===== config.mk =====
export PLATFORM = sky130hd
export DESIGN_NAME = sub_nnbit_chunk_seq
export DESIGN_NICKNAME = d
export VERILOG_FILES = /design/src/rtl/sub_nnbit_chunk_seq.sv
export SDC_FILE = /design/constraint.sdc
export NUM_CORES = 1
export LEC_CHECK = 0
export ABC_CLOCK_PERIOD_IN_PS = 2800
export CORE_ASPECT_RATIO = 1.25
export CORE_MARGIN = 1
export CORE_UTILIZATION = 30
export DETAILED_ROUTE_END_ITERATION = 16
export DONT_BUFFER_PORTS = 1
export HOLD_SLACK_MARGIN = 0.06
export SYNTH_ARGS = -nofsm -noshare
export SYNTH_HDL_FRONTEND = slang
export SYNTH_SLANG_ARGS = --single-unit

===== constraint.sdc =====
create_clock -name i_clk -period 2.8 [get_ports i_clk]
set_input_delay 0 -clock i_clk [delete_from_list [all_inputs] [get_ports i_clk]]
set_output_delay 0 -clock i_clk [all_outputs]
set_load 0.005 [all_outputs]

===== src/rtl/sub_nnbit_chunk_seq.sv =====
// rtl/sub_nnbit_chunk_seq.sv - multi-cycle subtractor, CHUNK_WIDTH bits per cycle, valid/ready handshake.
// Optional signed-overflow output o_ovf when SUB_OVERFLOW_FLAG_EN is defined.
module sub_nnbit_chunk_seq #(
    parameter int DATA_WIDTH  = 8,
    parameter int CHUNK_WIDTH = 4
) (
    input  logic                  i_clk,
    input  logic                  i_rst,
    input  logic                  i_valid,
    output logic                  o_ready,
    input  logic [DATA_WIDTH-1:0] i_num_a,
    input  logic [DATA_WIDTH-1:0] i_num_b,
    input  logic                  i_brw,
    output logic                  o_valid,
    input  logic                  i_ready,
    output logic [DATA_WIDTH-1:0] o_res,
    output logic                  o_brw
`ifdef SUB_OVERFLOW_FLAG_EN
    ,
    output logic                  o_ovf
`endif
);

    localparam int N     = DATA_WIDTH / CHUNK_WIDTH;
    localparam int IDX_W = (N > 1) ? $clog2(N) : 1;
    localparam logic [IDX_W-1:0] LAST_IDX = IDX_W'(N - 1);

    typedef enum logic [1:0] {
        S_IDLE,
        S_CALC,
        S_DONE
    } state_t;

    state_t                  r_state;
    state_t                  w_next;
    logic [DATA_WIDTH-1:0]   r_a;
    logic [DATA_WIDTH-1:0]   r_b;
    logic [DATA_WIDTH-1:0]   r_res;
    logic                    r_brw;
    logic [IDX_W-1:0]        r_idx;
    logic                    w_last;
    logic [CHUNK_WIDTH-1:0]  w_ca;
    logic [CHUNK_WIDTH-1:0]  w_cb;
    logic [CHUNK_WIDTH-1:0]  w_g;
    logic [CHUNK_WIDTH-1:0]  w_p;
    logic [CHUNK_WIDTH-1:0]  w_diff;
    logic [CHUNK_WIDTH:0]    w_bc;

    assign w_last = (r_idx == LAST_IDX);

    always_ff @(posedge i_clk) begin
        if (i_rst) begin
            r_state <= S_IDLE;
        end else begin
            r_state <= w_next;
        end
    end

    always_comb begin
        w_next  = r_state;
        o_ready = 1'b0;
        o_valid = 1'b0;
        case (r_state)
            S_IDLE: begin
                o_ready = 1'b1;
                if (i_valid) begin
                    w_next = S_CALC;
                end
            end
            S_CALC: begin
                if (w_last) begin
                    w_next = S_DONE;
                end
            end
            S_DONE: begin
                o_valid = 1'b1;
                if (i_ready) begin
                    w_next = S_IDLE;
                end
            end
            default: w_next = S_IDLE;
        endcase
    end

    // Borrow generate/propagate across the current chunk, seeded by the registered borrow.
    always_comb begin
        w_ca    = r_a[int'(r_idx)*CHUNK_WIDTH +: CHUNK_WIDTH];
        w_cb    = r_b[int'(r_idx)*CHUNK_WIDTH +: CHUNK_WIDTH];
        w_g     = ~w_ca & w_cb;
        w_p     = ~(w_ca ^ w_cb);
        w_bc    = '0;
        w_bc[0] = r_brw;
        w_diff  = '0;
        for (int i = 0; i < CHUNK_WIDTH; i++) begin
            w_bc[i+1] = w_g[i] | (w_p[i] & w_bc[i]);
            w_diff[i] = w_ca[i] ^ w_cb[i] ^ w_bc[i];
        end
    end

    always_ff @(posedge i_clk) begin
        if (i_rst) begin
            r_a   <= '0;
            r_b   <= '0;
            r_res <= '0;
            r_brw <= 1'b0;
            r_idx <= '0;
        end else begin
            case (r_state)
                S_IDLE: begin
                    if (i_valid) begin
                        r_a   <= i_num_a;
                        r_b   <= i_num_b;
                        r_brw <= i_brw;
                        r_res <= '0;
                        r_idx <= '0;
                    end
                end
                S_CALC: begin
                    r_res[int'(r_idx)*CHUNK_WIDTH +: CHUNK_WIDTH] <= w_diff;
                    r_brw <= w_bc[CHUNK_WIDTH];
                    r_idx <= w_last ? '0 : r_idx + IDX_W'(1);
                end
                default: ;
            endcase
        end
    end

    assign o_res = r_res;
    assign o_brw = r_brw;

`ifdef SUB_OVERFLOW_FLAG_EN
    logic r_ovf;

    // The final chunk's top difference bit is the result MSB.
    always_ff @(posedge i_clk) begin
        if (i_rst) begin
            r_ovf <= 1'b0;
        end else if (r_state == S_IDLE && i_valid) begin
            r_ovf <= 1'b0;
        end else if (r_state == S_CALC && w_last) begin
            r_ovf <= (r_a[DATA_WIDTH-1] ^ r_b[DATA_WIDTH-1]) &
                     (w_diff[CHUNK_WIDTH-1] ^ r_a[DATA_WIDTH-1]);
        end
    end

    assign o_ovf = r_ovf;
`endif

endmodule


==> metrics.md <==
| Metric | Value |
|---|---|
| Reg2reg path depth | `8` |
| Synth area leader | `dfxtp_1` |
| Crit-path cells | `mux2i_1, fa_1, inv_1, fa_1, fa_1, inv_1, fa_1, o32ai_1` |
| Antenna diodes | `0` |
| Worst path depth | `8` |
| Mapped Cells | `139` |
| Clock slew at reported path FFs | `0.09 ns` |
| Die Area | `4434 um2` |
| Reg-to-reg setup timing slack | `0.23 ns` |
| Critical Path RT | `2.98 ns` |
| Top-Level Pins | `32` |
| Area Growth Syn to Fin | `22.30%` |
| R2r startpoint | `r_idx$_SDFFE_PP0P_` |
| Synth async-reset ratio | `0%` |
| Number of buffers created by CTS | `3` |
| Synth top area share | `~45%` |
| DR iter-0 viols | `47` |
| WL final | `2.550 mm` |
| Filler Cell Count | `413` |
| RSZ-0062 raised after global routing | `no` |
| Routed Antenna Nets | `0` |
| WS Path Type | `flop to flop` |
| DRC violations left | `0` |
| Die Wd | `59.76 um` |
| Max-cap violations | `0` |
| FMAX | `388.6 MHz` |
| Synthesized flop and latch total | `28` |
| Vias | `978` |
| Met1 Resource Use GR | `13.30%` |
| HP Class | `input port to flop` |
| Max FO, Critical Path | `4` |
| Post-route cell area | `1530 um2` |
| Family with the most delay on the worst path | `adder cells` |
| Worst reg2reg endpoint | `o_res[7]$_SDFFE_PP0P_` |
| Post-DP HPWL | `1.884 mm` |
| GRT met2 Usage | `a little under a quarter` |
| Worst slew margin | `26.23%` |
| CP Capture Point | `o_res[7]$_SDFFE_PP0P_` |
| Pin count of the biggest net entering global routing | `35` |
| Setup Skew | `0.003013 ns` |
| Share of layout cells above drive strength 1 | `7.143%` |
| Initial antenna violation count | `0` |
| Worst-Skew Late Latency | `about 0.27 ns` |
| Top post-synthesis cells by count | `nand2_1, dfxtp_1, a21oi_1` |
| Setup TNS | `0 ns` |
| Critical path's most frequent cell | `fa_1` |
| Distinct cell type count after synthesis | `22` |
| Most numerous cell in the Yosys netlist | `nand2_1` |
| Pre-CTS WS | `0.2060 ns` |
| Sequential share of the synthesized area | `44.80%` |
| Critical path data arrival time | `2.75 ns` |
| DR WL/cell | `12.26 um` |
| Min setup slack post-route | `0.2268 ns` |
| Post-layout util | `39.45%` |
| Postcts setup bufs | `0` |
| Status | `completed` |
| Hold_sp | `i_valid` |
| Largest cells by area after synthesis | `dfxtp_1, nand2_1, a21oi_1` |
| Pwr per Cell Area | `around 600 nW/um2` |
| Worst VDD drop | `0.1898 mV` |
| Synth warn | `0` |
| Met3 usage | `3.652%` |
| Vias in the first global route | `951` |
| Slowest stage delay, CP | `0.44 ns` |
| Rows | `25` |
| Gr busiest metal | `met2` |
| Core Area | `3879 um2` |
| Slowest CP cell | `fa_1` |
| Clock tree buffer depth | `2` |
| CP Launch Type | `flop` |
| Tightest Pin Transition | `1.103 ns` |
| CTS tree | `yes` |
| GRT overflow | `0` |
| Post-synth net total | `164` |
| Setup violators final | `0` |
| Placer Congestion | `between 0.7 and 0.8` |
| Top_reg_cell synth | `dfxtp_1` |
| CTS root buf | `clkbuf_8` |
| Starting Density | `32.26%` |
| Die H | `between 70 and 80 um` |
| Period utilization | `91.90%` |
| Power Total | `roughly 910 uW` |
| Crit path buf inv count | `2` |
| Leakage | `0.5508 nW` |
| CP endpoint kind | `flop` |
| Dpl cell area | `1259 um2` |
| Total GRT Usage | `12.63%` |
| Syn Area/Cell | `9.001 um2` |
| Number of enable flip-flop cells after synthesis | `0` |
| CTS sink cnt | `28` |
| Final Hold Violating Endpoints | `0` |
| Nets | `180` |
| # port buffers | `0` |
| Synthesized area | `1251 um2` |
| Critical Path Source | `r_idx$_SDFFE_PP0P_` |
| # H-tree levels | `1` |
| Post-route minimum period | `2.573 ns` |
| Slew Viols, Final | `0` |
| DR vias/cell | `4.702` |
| Drt first pass iters | `4` |
| First-pass GRT wire length | `around 4.1 mm` |
-- placed cells by master (no fill, tap or decap), drive strengths merged --
master and instances:
buf 1, nand2 34, nand3b 1, inv 8, mux2 4, dfxtp 28, mux2i 4, o21ai 2
clkbuf 3, or3b 2, o32ai 8, bufinv 1, nor3b 2, nor2b 1, fa 4, dlygate4sd3 20
a21oi 20, o311a 1, nand2b 7, nor2 3
-- worst min-delay path by stage --
| stage | end | slack (ns) | depth (start not counted) |
|---|---|---|---|
| after global placement | r_state[0]$_SDFFE_PP0P_ | 0.07 | 1 |
| final | o_brw$_SDFFE_PP0P_ | 0.12 | 3 |
| after detailed placement | r_state[0]$_SDFFE_PP0P_ | 0.07 | 1 |
| after floorplan | r_a[5]$_SDFFE_PP0P_ | 0.14 | 2 |
| after CTS | o_brw$_SDFFE_PP0P_ | 0.12 | 3 |
| after global routing | o_brw$_SDFFE_PP0P_ | 0.13 | 3 |
-- power by group --
group / internal, mW / total (mW) / switching [mW] / leakage (nW)
clock: 0.192 / 0.316 / 0.124 / 0.0357
sequential: 0.425 / 0.446 / 0.0213 / 0.229
combinational: 0.0722 / 0.152 / 0.0798 / 0.286
-- cell type report --
| class | count | area (um2) | area share (%) |
|---|---|---|---|
| Clock inverter | 1 | 30.03 | 1.962 |
| Timing Repair Buffer | 21 | 207.7 | 13.57 |
| Inverter | 8 | 30.03 | 1.962 |
| Sequential cell | 28 | 560.5 | 36.63 |
| Tap cell | 54 | 67.56 | 4.415 |
| Multi-Input combinational cell | 93 | 593.1 | 38.76 |
| Clock buffer | 3 | 41.29 | 2.698 |
-- layer usage --
| metal | share of wire (%) | vias up |
|---|---|---|
| li1 | - | 495 |
| met1 | 42 | 456 |
| met2 | 50 | 22 |
| met3 | 5.4 | 5 |
| met4 | 2.1 | 0 |
| met5 | 0 | - |
-- timing repair --
| item | in CTS | in global routing |
|---|---|---|
| resized for setup | 0 | 0 |
| hold buffers | 20 | 0 |
| hold endpoints to repair | 28 | 0 |
-- worst register-to-register path, cell delays in order (launching register included) --
cell	delay (ns)
dfxtp_1	0.41
mux2i_1	0.25
fa_1	0.20
inv_1	0.05
fa_1	0.38
fa_1	0.36
inv_1	0.08
fa_1	0.44
o32ai_1	0.30
-- cell families after synthesis --
kind of cell	share of synthesized area, %
compound gates	15.50
fa+ha+maj	6.400
buf+inv	7.800
flops	44.80
mux	6.800
simple gates	18.70
-- flip-flops by register name, summed over array words and instances, names as in the netlist --
| name | flops |
|---|---|
| r_state | 2 |
| r_a | 8 |
| r_b | 8 |
| o_res | 8 |
| r_idx | 1 |
| o_brw | 1 |
-- per-stage QoR --
| step | std cells | hold WS, ns |
|---|---|---|
| final | 208 | 0.1156 |
| after global routing | 208 | 0.1311 |
| after CTS | 208 | 0.1151 |
| after detailed placement | 184 | 0.06706 |
| after global placement | 184 | 0.06675 |
| after floorplan | 139 | 0.1360 |
Power figures use the tool's default switching activity.
